## config.mk

```make
export PLATFORM = sky130hd
export DESIGN_NAME = serial_adder_n_flat
export DESIGN_NICKNAME = d
export VERILOG_FILES = /design/src/rtl/serial_adder_n_pkg.sv /design/src/rtl/serial_adder_n_if.sv /design/src/rtl/serial_adder_n_fa_cell.sv /design/src/rtl/serial_adder_n.sv /design/src/flat_wrapper.sv
export SDC_FILE = /design/constraint.sdc
export NUM_CORES = 1
export LEC_CHECK = 0
export CAP_MARGIN = 25
export CORE_MARGIN = 2
export CORE_UTILIZATION = 45
export DETAILED_ROUTE_END_ITERATION = 10
export GPL_TIMING_DRIVEN = 0
export PLACE_DENSITY = 0.68
export SLEW_MARGIN = 20
export SYNTH_ARGS = -nofsm -noshare
export SYNTH_HDL_FRONTEND = slang
export SYNTH_SLANG_ARGS = --single-unit
export TNS_END_PERCENT = 1
```

## constraint.sdc

```tcl
create_clock -name clk -period 1.97 [get_ports clk]
set_clock_uncertainty 0.2 [all_clocks]
set_input_delay 0.4925 -clock clk [delete_from_list [all_inputs] [get_ports clk]]
set_output_delay 0.4925 -clock clk [all_outputs]
set_load 0.01 [all_outputs]
```

## src/rtl/serial_adder_n_pkg.sv

```systemverilog
`default_nettype none
// ============================================================================
// Module      : serial_adder_pkg
// Description : Shared types and helpers for the digit-serial adder/subtractor:
//               FSM state encoding and digit-counter width calculation.
// Revision    : 1.0 - initial release
// ============================================================================
package serial_adder_pkg;

    typedef enum logic [1:0] {
        IDLE = 2'd0,
        RUN  = 2'd1,
        DONE = 2'd2
    } state_t;

    // Counter wide enough to hold WIDTH/DIGIT digit indices plus one spare bit.
    function automatic int cnt_width(input int width, input int digit);
        return $clog2(width / digit) + 1;
    endfunction

endpackage
`default_nettype wire

```

## src/rtl/serial_adder_n_if.sv

```systemverilog
`default_nettype none
// ============================================================================
// Module      : serial_adder_n_if
// Description : Request/result bundle between a requester (master) and the
//               digit-serial adder (slave). The ovf signal exists only when
//               SERIAL_ADDER_OVF_EN is defined.
// Revision    : 1.0 - initial release
// ============================================================================
interface serial_adder_n_if #(
    parameter int WIDTH = 8
);
    logic             start;
    logic             sub;
    logic [WIDTH-1:0] a;
    logic [WIDTH-1:0] b;
    logic             cin;
    logic             busy;
    logic             done;
    logic [WIDTH-1:0] sum;
    logic             cout;
`ifdef SERIAL_ADDER_OVF_EN
    logic             ovf;
`endif

    modport master (
        output start, sub, a, b, cin,
        input  busy, done, sum, cout
`ifdef SERIAL_ADDER_OVF_EN
        , input ovf
`endif
    );

    modport slave (
        input  start, sub, a, b, cin,
        output busy, done, sum, cout
`ifdef SERIAL_ADDER_OVF_EN
        , output ovf
`endif
    );
endinterface
`default_nettype wire

```

## src/rtl/serial_adder_n_fa_cell.sv

```systemverilog
`default_nettype none
// ============================================================================
// Module      : fa_cell
// Description : 1-bit combinational full adder, one link of the ripple chain.
// Revision    : 1.0 - initial release
// ============================================================================
module fa_cell (
    input  wire logic a,
    input  wire logic b,
    input  wire logic cin,
    output logic      s,
    output logic      c
);
    assign s = a ^ b ^ cin;
    assign c = (a & b) | (cin & (a ^ b));
endmodule
`default_nettype wire

```

## src/rtl/serial_adder_n.sv

```systemverilog
`default_nettype none
// ============================================================================
// Module      : serial_adder_n
// Description : Multi-cycle adder/subtractor processing DIGIT bits per clock
//               through a ripple chain of fa_cell, carry held in a flop
//               between digits. Subtraction is a + ~b + ~cin.
//               Optional macro SERIAL_ADDER_OVF_EN adds the signed-overflow
//               output and its MSB carry-in tap.
// Revision    : 1.0 - initial release
// ============================================================================
module serial_adder_n
    import serial_adder_pkg::*;
#(
    parameter int WIDTH = 8,
    parameter int DIGIT = 1
) (
    input  wire logic        clk,
    input  wire logic        rst,
    serial_adder_n_if.slave  bus
);
    localparam int              c_num_digits = WIDTH / DIGIT;
    localparam int              c_cnt_w      = cnt_width(WIDTH, DIGIT);
    localparam logic [c_cnt_w-1:0] c_last    = c_cnt_w'(c_num_digits - 1);

    // Reject configurations the digit chain cannot represent.
    generate
        if ((WIDTH % DIGIT) != 0 || WIDTH < 2) begin : g_param_check
            $fatal(1, "serial_adder_n: WIDTH must be >= 2 and a multiple of DIGIT");
        end
    endgenerate

    state_t               r_state;
    state_t               w_state_next;
    logic [WIDTH-1:0]     r_a_sh;
    logic [WIDTH-1:0]     r_b_sh;
    logic [WIDTH-1:0]     r_p;
    logic [WIDTH-1:0]     r_sum;
    logic                 r_c;
    logic                 r_cout;
    logic                 r_pend;
    logic [c_cnt_w-1:0]   r_cnt;

    logic [DIGIT:0]       w_carry;
    logic [DIGIT-1:0]     w_s;
    logic [WIDTH-1:0]     w_p_next;
    logic                 w_step;
    logic                 w_last;
    logic                 w_load;
    logic                 w_busy;
    logic                 w_done;

    // Ripple chain over the low DIGIT bits of the operand shift registers.
    assign w_carry[0] = r_c;
    generate
        for (genvar i = 0; i < DIGIT; i++) begin : g_chain
            fa_cell u_fa (
                .a   (r_a_sh[i]),
                .b   (r_b_sh[i]),
                .cin (w_carry[i]),
                .s   (w_s[i]),
                .c   (w_carry[i+1])
            );
        end
    endgenerate

    // New digit enters P from the MSB end, so after N digits P holds the sum.
    generate
        if (DIGIT == WIDTH) begin : g_p_single
            assign w_p_next = w_s;
        end else begin : g_p_shift
            assign w_p_next = {w_s, r_p[WIDTH-1:DIGIT]};
        end
    endgenerate

    // State register.
    always_ff @(posedge clk or posedge rst) begin
        if (rst) r_state <= IDLE;
        else     r_state <= w_state_next;
    end

    // Next-state and control decode. A start seen on the completing digit is
    // taken as a back-to-back request: its first digit is processed during the
    // DONE cycle (r_pend), which keeps throughput at one result per N cycles.
    always_comb begin
        w_state_next = r_state;
        w_step       = 1'b0;
        w_busy       = 1'b0;
        w_done       = 1'b0;
        case (r_state)
            IDLE: begin
                if (bus.start) w_state_next = RUN;
            end
            RUN: begin
                w_busy = 1'b1;
                w_step = 1'b1;
                if (r_cnt == c_last) w_state_next = DONE;
            end
            DONE: begin
                w_done = 1'b1;
                if (r_pend) begin
                    w_step       = 1'b1;
                    w_state_next = (r_cnt == c_last) ? DONE : RUN;
                end else if (bus.start) begin
                    w_state_next = RUN;
                end else begin
                    w_state_next = IDLE;
                end
            end
            default: w_state_next = IDLE;
        endcase
        w_last = w_step && (r_cnt == c_last);
        w_load = bus.start && ((r_state == IDLE) ||
                               ((r_state == DONE) && !r_pend) ||
                               w_last);
    end

    // Operand shifters, carry flop, digit counter and result registers.
    always_ff @(posedge clk or posedge rst) begin
        if (rst) begin
            r_a_sh <= '0;
            r_b_sh <= '0;
            r_p    <= '0;
            r_c    <= 1'b0;
            r_cnt  <= '0;
            r_sum  <= '0;
            r_cout <= 1'b0;
            r_pend <= 1'b0;
        end else begin
            if (w_load) begin
                r_a_sh <= bus.a;
                r_b_sh <= bus.b ^ {WIDTH{bus.sub}};
                r_c    <= bus.cin ^ bus.sub;
                r_cnt  <= '0;
                r_p    <= '0;
            end else if (w_step) begin
                r_a_sh <= r_a_sh >> DIGIT;
                r_b_sh <= r_b_sh >> DIGIT;
                r_c    <= w_carry[DIGIT];
                r_cnt  <= r_cnt + 1'b1;
                r_p    <= w_p_next;
            end
            if (w_last) begin
                r_sum  <= w_p_next;
                r_cout <= w_carry[DIGIT];
            end
            r_pend <= w_load && w_last;
        end
    end

`ifdef SERIAL_ADDER_OVF_EN
    logic r_ovf;

    // Signed overflow: carry into the MSB differs from carry out of it.
    always_ff @(posedge clk or posedge rst) begin
        if (rst)         r_ovf <= 1'b0;
        else if (w_last) r_ovf <= w_carry[DIGIT] ^ w_carry[DIGIT-1];
    end

    assign bus.ovf = r_ovf;
`endif

    assign bus.busy = w_busy;
    assign bus.done = w_done;
    assign bus.sum  = r_sum;
    assign bus.cout = r_cout;

endmodule
`default_nettype wire

```

## src/flat_wrapper.sv

```systemverilog
// flat-port wrapper written by rule: the top's interface ports become plain ports
module serial_adder_n_flat import serial_adder_pkg::*;
#(
    parameter int WIDTH = 8,
    parameter int DIGIT = 1
)
  (clk, rst, bus_start, bus_sub, bus_a, bus_b, bus_cin, bus_busy, bus_done, bus_sum, bus_cout);
  serial_adder_n_if #(.WIDTH(WIDTH)) bus_i ();
  input  wire logic clk;
  input  wire logic rst;
  input wire logic [$bits(bus_i.start)-1:0] bus_start;
  input wire logic [$bits(bus_i.sub)-1:0] bus_sub;
  input wire logic [$bits(bus_i.a)-1:0] bus_a;
  input wire logic [$bits(bus_i.b)-1:0] bus_b;
  input wire logic [$bits(bus_i.cin)-1:0] bus_cin;
  output wire logic [$bits(bus_i.busy)-1:0] bus_busy;
  output wire logic [$bits(bus_i.done)-1:0] bus_done;
  output wire logic [$bits(bus_i.sum)-1:0] bus_sum;
  output wire logic [$bits(bus_i.cout)-1:0] bus_cout;
  assign bus_i.start = bus_start;
  assign bus_i.sub = bus_sub;
  assign bus_i.a = bus_a;
  assign bus_i.b = bus_b;
  assign bus_i.cin = bus_cin;
  assign bus_busy = bus_i.busy;
  assign bus_done = bus_i.done;
  assign bus_sum = bus_i.sum;
  assign bus_cout = bus_i.cout;
  serial_adder_n #(.WIDTH(WIDTH), .DIGIT(DIGIT)) u_core (.clk(clk), .rst(rst), .bus(bus_i));
endmodule
```

======== Word-level counts from Yosys, hierarchy flattened ========
Cells that the tools add are included.
storage, ports and cells
  bits in registers ....................... 41
  output and inout bits ................... 11
cells by class
  $add $sub $neg .......................... 1
  equality and inequality tests ........... 5
  muxes and demuxes ....................... 20
  reductions and logical operators ........ 10
  bitwise gates (word level) .............. 7
operator list
  cell                 count
  $mux 8               6
  $mux 2               4
  $mux 4               2
  $xor 8x8->8          1
  $mux 1               6
  $pmux 2 s3           1
  $add 4x1->4 const B  1
  $eq 4x3->1 const B   1
  $logic_and 1x1->1    4
  $xor 1x1->1          3
  $and 1x1->1          2
  $eq 2x1->1 const B   1
  $eq 2x2->1 const B   1
  $logic_not 2->1      1
  $logic_or 1x1->1     2
  $ne 2x1->1 const B   1
  $ne 2x2->1 const B   1
  $pmux 1 s2           1
  $reduce_and 2->1     1
  $reduce_bool 2->1    1
  $logic_not 1->1      1
  $or 1x1->1           1

======== Longest topological paths before layout ========
Gate-level depths: netlist of run 1.
  word-level depth ........................ 6
  gate-level depth with buffers ........... 9
  gate-level depth less buffers ........... 6

======== Hierarchy ========
From an unflattened synthesis of run 1, not the netlist that was laid out.
second synthesis, totals
  cells, all modules ...................... 185
  area, all modules ....................... 2018.2 um2
modules (own cells, without submodules)
  module          instances  area an instance (um2)  cells each
  serial_adder_n  1          1998.2                  184
  fa_cell         1          20.0                    1

======== Worst setup path before layout of run 1 ========
Ideal clock, no wire load.
  kind .................................... register -> register
  from .................................... reg u_core.r_state[0]
  to ...................................... reg u_core.r_a_sh[0]
  required time ........................... 1.645 ns
  arrival time ............................ 1.891 ns
  slack ................................... -0.246 ns
  path buffers ............................ 2
  cell stages (with the launch flop) ...... 9
  cells stage by stage .................... dfrtp_1 inv_1 ha_1 a21o_1 buf_6 nand3_2 a21boi_4 buf_6 mux2_2
on the way
  cells in the longest elaborated chain, start to end .. 6
ends and longest elaborated chain
  what                                                          line                                          source
  start: declaration                                            serial_adder_n.sv:32                          state_t r_state;
  start signal: assignment                                      serial_adder_n.sv:78                          else r_state <= w_state_next;
  $eq 2x2->1 / $eq 2x1->1 (equally long branches)               serial_adder_n.sv:89, serial_adder_n.sv:113
  $pmux 1 s2 / $logic_and 1x1->1 (equally long branches)        serial_adder_n.sv:89, serial_adder_n.sv:113
  $logic_and 1x1->1 / $logic_or 1x1->1 (equally long branches)  serial_adder_n.sv:111, serial_adder_n.sv:112
  $logic_or 1x1->1                                              serial_adder_n.sv:113                         ((r_state == DONE) && !r_pend) ||
  $logic_and 1x1->1                                             serial_adder_n.sv:112                         w_load = bus.start && ((r_state == IDLE) ||
  $mux 8 / $reduce_bool 2->1 (equally long branches)            n/a
  end signal: assignment                                        serial_adder_n.sv:130                         r_a_sh <= bus.a;
  end signal: assignment                                        serial_adder_n.sv:136                         r_a_sh <= r_a_sh >> DIGIT;
  end: declaration                                              serial_adder_n.sv:34                          logic [WIDTH-1:0] r_a_sh;
Several ways; a longest one is shown, not always the timed one.
A chain may end at the register's enable or synchronous reset.

======== Worst setup path in the final report of run 1 ========
  from .................................... reg u_core.r_state[0]
  to ...................................... reg u_core.r_a_sh[3]
The elaborated chain is that of the path after synthesis.

==> impl_metrics.csv, run 1 <==
group,metric,value,unit
worst_setup_path,rr_endpoint,"u_core.r_a_sh[3]",
sta,hold_viol_final,0,
synth,syn_avg_cell_area,11.8,um^2
global_route,grt_pass1_vias,1475,
pwr,intPower,2460,uW
sta,setup_viol,11,
global_route,gr-total-overflow,0,
clocking,clk_latency,0.29,ns
worst_setup_path,r2r_start,"u_core.r_state[0]",
sta,fin_crit_sh,1.10,
worst_setup_path,worst-r2r-setup-slack,-0.19,ns
pwr,power,3720,uW
run_status,status,"finished with violations",
worst_setup_path,required,1.95,ns
worst_setup_path,worst_path_max_delay_cell,"dfrtp_2",
detailed_routing,post-route-drc-count,0,
floorplan,core.rowCount,24,
sta,rsz0062_at_grt,"true",
clocking,cts_buffers,5,
floorplan,ioPinCount,32,
pwr,power_frac_clock,0.182,
synth,yosys.area_share.simple,0.0875,
floorplan,die_w,70.7,um
floorplan,die_h,70.7,um
detailed_routing,vias_per_cell,5.26,
worst_setup_path,cp-end-kind,"flop",
detailed_routing,routed_wl,4.00,mm
floorplan,core_area,4320,um^2
detailed_routing,dr_total_vias,1416,
global_route,grt_pass1_wl,6.85,mm
finish,final_layout_size_suffix_gt1_frac,0.281,
synth,ys_warn_count,0,
worst_setup_path,path_max_fanout,8,
global_route,track_usage,0.174,
pwr,switchingPower,1260,uW
detailed_routing,drt-wirelength-per-cell,14.9,um
pwr,p_comb_frac,0.479,
synth,synth_area_leaders,"dfrtp_1 (50%), mux2_2 (10%), mux2i_1 (7.0%), xnor2_1 (3.9%), nand2_1 (3.4%)",
worst_setup_path,r2r.worst_path.cells,8,
synth,synthTopCellsByCount,"dfrtp_1 (40), mux2_2 (18), nand2_1 (18)",
worst_setup_path,critPathBufInv,3,
finish,diodes,0,
clocking,h-tree-depth,2,
sta,min_period,2.16,ns
synth,synth_top_family_by_area,"multiplexers",
pwr,power_density,1400,nW/um^2
clocking,cts-root-buf,"clkbuf_8",
global_route,grt_start_max_net_pins,24,
clocking,cts_num_sinks,40,
floorplan,dieArea,5000,um^2
worst_setup_path,crit_chain,"buf_6, ha_4, a21o_1, buf_6, and2_4, buf_8, mux2_4, mux2_4",
detailed_routing,first_pass_iters,4,
pwr,netSwitchingFraction,0.340,
pwr,p_seq_frac,0.339,
worst_setup_path,critical_path_arrival,2.14,ns
synth,yosys-mux-area-fraction,0.201,
placement,dp_hpwl,2.81,mm
synth,async_reset_ff_frac,1.00,
sta,fin_hold_ws,0.306,ns
clocking,path_clk_slew,0.08,ns
placement,finalWeightedCongestion,0.731,
detailed_routing,ant_nets,0,
finish,final_nets,243,
synth,syn_inst,169,
run_status,violations,"setup timing",
synth,ys_ff_latch,40,
worst_setup_path,crit_family,"multiplexers",
synth,synth_compound_area_frac,0.0800,
flow_run,drv_cap,0,
synth,synth_xor_area_frac,0.0481,
min_path,hold_path_class,"input port to async pin",
synth,ys.flop_type,"dfrtp_1",
synth,synthAdderAreaFrac,0.0413,
sta,maxSlewViolCount,0,
pwr,power_leakage,0.00120,uW
synth,synth.distinct_cells,31,
sta,worst_pin_slew,0.606,ns
sta,fmax,463,MHz
finish,final_util,0.613,
synth,synth_fp_nets,196,
synth,ys_seq_area_frac,0.500,
global_route,antenna_found_initial,0,
clocking,cts_tree,"yes",
floorplan,initial_core_util,0.463,
synth,synth_area,2000,um^2
synth,synth_edf_count,0,
worst_setup_path,slowest_delay,0.43,ns
clocking,cts_hold_buf,0,
worst_setup_path,critPathLaunchType,"flop",
worst_setup_path,path_class,"flop to flop",
sta,final.setup.worst_slack,-0.190,ns
synth,yosysTopAreaCell,"dfrtp_1",
pwr,irDropWorstVdd,0.000692,V
synth,synth_top_cell_area_share,0.500,
finish,synthToLayoutAreaGrowth,32.4,%
sta,max_slew_margin,0.596,
clocking,clk_path_buf_depth,2,
detailed_routing,drtIter0Drc,108,
placement,port_buffers,30,
synth,yosys.cell_count.top_type,"dfrtp_1",
## power by group through the flow
stage          sequential, uW  combinational (uW)  clock [uW]
4_1_cts                  1260                1640         690
2_1_floorplan            1230                1230           0
3_5_place_dp             1280                1570           0
6_report                 1260                1780         676
3_3_place_gp             1260                1510           0
5_1_grt                  1300                1940         734
## stage by stage
| stage | setup slack [ns] | instance area (um^2) | setup TNS [ns] | cells |
|---|---|---|---|---|
| after global routing | -0.232 | 2650 | -2.73 | 269 |
| after detailed placement | -0.364 | 2440 | -5.11 | 252 |
| after CTS | -0.224 | 2580 | -1.60 | 264 |
| final | -0.190 | 2650 | -1.14 | 269 |
| after global placement | -0.455 | 2410 | -22.15 | 251 |
| after floorplan | -0.127 | 2040 | -0.634 | 169 |
## metal layers
layer / wire [um] / vias up / part of all wire / global-route usage
li1: - / 674 / - / -
met1: 1700 / 707 / 0.42 / 0.214
met2: 2110 / 28 / 0.53 / 0.304
met3: 117 / 7 / 0.029 / 0.0470
met4: 78 / 0 / 0.019 / 0.0440
met5: 0 / - / 0 / 0
## how the worst max path moves through the flow
stage / startpoint / to / slack (ns) / cells past startpoint
after floorplan: u_core.r_state[0] / u_core.r_a_sh[1] / -0.13 / 7
after global placement: rst / u_core.r_state[1] / -0.45 / 2
after detailed placement: bus_start / u_core.r_a_sh[0] / -0.36 / 4
after CTS: u_core.r_state[0] / u_core.r_a_sh[3] / -0.22 / 8
after global routing: u_core.r_state[0] / u_core.r_a_sh[3] / -0.23 / 8
final: u_core.r_state[0] / u_core.r_a_sh[3] / -0.19 / 8
## cell type report
| type | instances | area (um^2) |
|---|---|---|
| well taps | 52 | 65.1 |
| clock buffers | 5 | 68.8 |
| plain buffers | 9 | 86.3 |
| repair buffers | 40 | 400 |
| flip-flops and latches | 40 | 1000 |
| clock inverters | 3 | 42.5 |
| multi-input cells | 114 | 962 |
| inverters | 6 | 22.5 |
| fillers | 352 | 1670 |
## state kept, by name, indices dropped and copies added, names as in the netlist
| signal | count |
|---|---|
| u_core.r_b_sh | 8 |
| u_core.bus.sum | 8 |
| u_core.bus.cout | 1 |
| u_core.r_p | 7 |
| u_core.r_state | 2 |
| u_core.r_pend | 1 |
| u_core.r_c | 1 |
| u_core.r_cnt | 4 |
| u_core.r_a_sh | 8 |
## placed cells by master, fill, tap and decap left out, types with 4 or more instances in the layout
| master | count |
|---|---|
| a21oi_1 | 13 |
| buf_4 | 10 |
| buf_6 | 5 |
| clkbuf_8 | 6 |
| clkdlybuf4s50_1 | 28 |
| dfrtp_1 | 38 |
| mux2_2 | 17 |
| mux2_4 | 5 |
| mux2i_1 | 14 |
| nand2_1 | 18 |
| nand3_1 | 6 |
| o21ai_0 | 4 |
| xnor2_1 | 9 |
## logic make-up (layout without fill, tap and decap cells)
logic type,count (synthesis),after routing
AOI/OAI and AO/OA,25,25
DFF,40,40
and+or+nand+nor,36,36
adders and majority gates,6,6
muxes,36,36
buffers and inverters,15,63
xor gates and xnor gates,11,11
## repair_timing
item / in CTS / in global routing
pin swaps: 1 / 1
setup endpoints to repair: 36 / 34
buffers inserted: 4 / 5
endpoints found under the hold margin: 0 / 0
gates resized for setup: 6 / 12
Note: power is estimated with default switching activity, not from simulation.
==> run 2, diff against run 1 <==
- CORE_ASPECT_RATIO: not set -> 0.7
- PLACE_DENSITY: 0.68 -> 0.65
- clock period: 1.97 -> 2.25 ns (I/O delays scaled with it)
==> run 2 against run 1 <==
The run now ends clean. Clock power down 28%. Flip-flop and latch count unchanged. Critical path depth unchanged. Setup slack better by 0.27 ns. Critical endpoint is now u_core.r_a_sh[1].
==> impl_metrics.csv, run 2 (synthesized netlist as in run 1, its figures left out) <==
group,metric,value,unit
floorplan,initial_core_util,0.465,
global_route,track_usage,0.161,
floorplan,dieArea,5010,um^2
floorplan,core_area,4300,um^2
pwr,irDropWorstVdd,0.000510,V
worst_setup_path,required,2.23,ns
pwr,power_density,1160,nW/um^2
floorplan,ioPinCount,32,
worst_setup_path,cp-end-kind,"flop",
sta,fin_hold_ws,0.282,ns
global_route,antenna_found_initial,0,
clocking,cts_buffers,5,
sta,maxSlewViolCount,0,
floorplan,die_w,83.7,um
finish,final_nets,237,
sta,hold_viol_final,0,
worst_setup_path,crit_chain,"inv_1, ha_1, a21o_1, buf_6, and2_4, buf_6, mux2_4, mux2_2",
clocking,clk_path_buf_depth,2,
clocking,clk_latency,0.29,ns
pwr,power_leakage,0.00115,uW
sta,rsz0062_at_grt,"false",
clocking,path_clk_slew,0.07,ns
placement,pre_cts_ws,-0.278,ns
floorplan,die_h,59.8,um
worst_setup_path,path_max_fanout,10,
finish,final_layout_size_suffix_gt1_frac,0.232,
sta,fin_crit_sh,0.963,
sta,fmax,462,MHz
pwr,netSwitchingFraction,0.346,
worst_setup_path,path_class,"flop to flop",
min_path,min-delay-start,"u_core.bus.cout",
worst_setup_path,critical_path_arrival,2.15,ns
placement,port_buffers,30,
detailed_routing,ant_nets,0,
pwr,power_frac_clock,0.165,
placement,finalWeightedCongestion,0.714,
finish,filler_cell_count,349,
pwr,p_seq_frac,0.372,
finish,diodes,0,
detailed_routing,routed_wl,3.66,mm
sta,setup_viol,0,
detailed_routing,post-route-drc-count,0,
global_route,grt_pass1_vias,1351,
worst_setup_path,critPathLaunchType,"flop",
sta,worst_pin_slew,0.600,ns
worst_setup_path,critPathMostFrequentCell,"buf_6",
detailed_routing,drt-wirelength-per-cell,13.8,um
pwr,power,2960,uW
worst_setup_path,slowest_delay,0.41,ns
worst_setup_path,critPathBufInv,3,
run_status,status,"completed",
worst_setup_path,crit_family,"multiplexers",
pwr,switchingPower,1020,uW
global_route,grt_pass1_wl,6.16,mm
flow_run,drv_cap,0,
clocking,cts_hold_buf,0,
sta,min_period,2.17,ns
clocking,cts-root-buf,"clkbuf_8",
detailed_routing,drtIter0Drc,57,
global_route,gr-total-overflow,0,
global_route,grt_start_max_net_pins,24,
finish,mostFrequentLayoutCell,"dfrtp_1",
pwr,p_comb_frac,0.463,
worst_setup_path,worst_path_max_delay_cell,"dfrtp_2",
floorplan,core.rowCount,20,
sta,final.setup.worst_slack,0.0843,ns
worst_setup_path,r2r_start,"u_core.r_state[1]",
detailed_routing,vias_per_cell,5.11,
detailed_routing,dr_total_vias,1359,
sta,max_slew_margin,0.600,
clocking,cts_tree,"yes",
pwr,intPower,1940,uW
placement,dp_hpwl,2.71,mm
clocking,h-tree-depth,2,
finish,synthToLayoutAreaGrowth,27.2,%
finish,final_cell_mix,"dfrtp_1 (39), clkdlybuf4s50_1 (28), mux2_2 (18), nand2_1 (18), mux2i_1 (14)",
clocking,cts_num_sinks,40,
worst_setup_path,worst-r2r-setup-slack,0.08,ns
worst_setup_path,crit_start,"u_core.r_state[1]",
min_path,hold_path_class,"flop to flop",
detailed_routing,first_pass_iters,4,
==> run 2: cell types whose count changed in the layout (fill, tap and decap cells not counted), moves of 2 or more <==
cell           before  now
buf_6               5    3
buf_2               1    4
dlygate4sd2_1       0    2
buf_4              10    3
==> run 2: power groups by stage <==
stage	Sequential [uW]	Clock (uW)	Combinational, uW
2_1_floorplan	1070	0	1010
3_3_place_gp	1090	0	1270
3_5_place_dp	1110	0	1310
4_1_cts	1100	502	1310
5_1_grt	1130	532	1510
6_report	1100	489	1370
==> run 2: worst reg2reg max path: cells and delay by family (launching register included) <==
kind                     cells  cell delay, ns
AND/OR/NAND/NOR              1            0.17
flip-flops                   1            0.41
multiplexers                 2            0.56
AO/OA/AOI/OAI                1            0.17
buffers and inverters        3            0.35
adder cells (fa/ha/maj)      1            0.21
==> run 2: through the flow <==
step | area [um^2] | instances | util | TNS [ns]
CTS | 2500 | 263 | 0.580 | -0.0180
global route | 2550 | 266 | 0.592 | 0
detailed placement | 2400 | 255 | 0.557 | -2.35
floorplan | 2000 | 169 | - | 0
finish | 2550 | 266 | 0.592 | 0
global placement | 2370 | 254 | 0.551 | -10.89
==> run 2: layer usage <==
| layer | wire, um | global-route usage | vias to the layer above |
|---|---|---|---|
| met3 | 163 | 0.0442 | 7 |
| met4 | 56 | 0.0760 | 0 |
| met2 | 1670 | 0.266 | 30 |
| met1 | 1770 | 0.200 | 658 |
| met5 | 0 | 0 | - |
| li1 | - | - | 664 |
==> run 2: worst paths after layout <==
check / endpoint / cells past startpoint
max in group asynchronous: u_core.r_state[1] / 3
min in group asynchronous: u_core.bus.sum[7] / 2
min: u_core.bus.cout / 2
min reg2reg: u_core.bus.cout / 2
max: u_core.r_a_sh[1] / 8
max reg2reg: u_core.r_a_sh[1] / 8
==> run 2: layout make-up <==
| type | count | area [um^2] | share of cell area |
|---|---|---|---|
| multi-input cells | 114 | 940 | 0.369 |
| flip-flops and latches | 40 | 1000 | 0.393 |
| repair buffers | 35 | 359 | 0.141 |
| clock inverters | 1 | 7.51 | 0.00295 |
| well taps | 55 | 68.8 | 0.0270 |
| clock buffers | 7 | 86.3 | 0.0339 |
| plain buffers | 8 | 61.3 | 0.0241 |
| inverters | 6 | 22.5 | 0.00884 |
==> run 2: what timing repair did <==
item,in CTS,in global routing
setup buffers,1,3
gates resized for setup,3,7
endpoints found under the setup margin,28,10
gates cloned,0,0
pin swaps,1,1
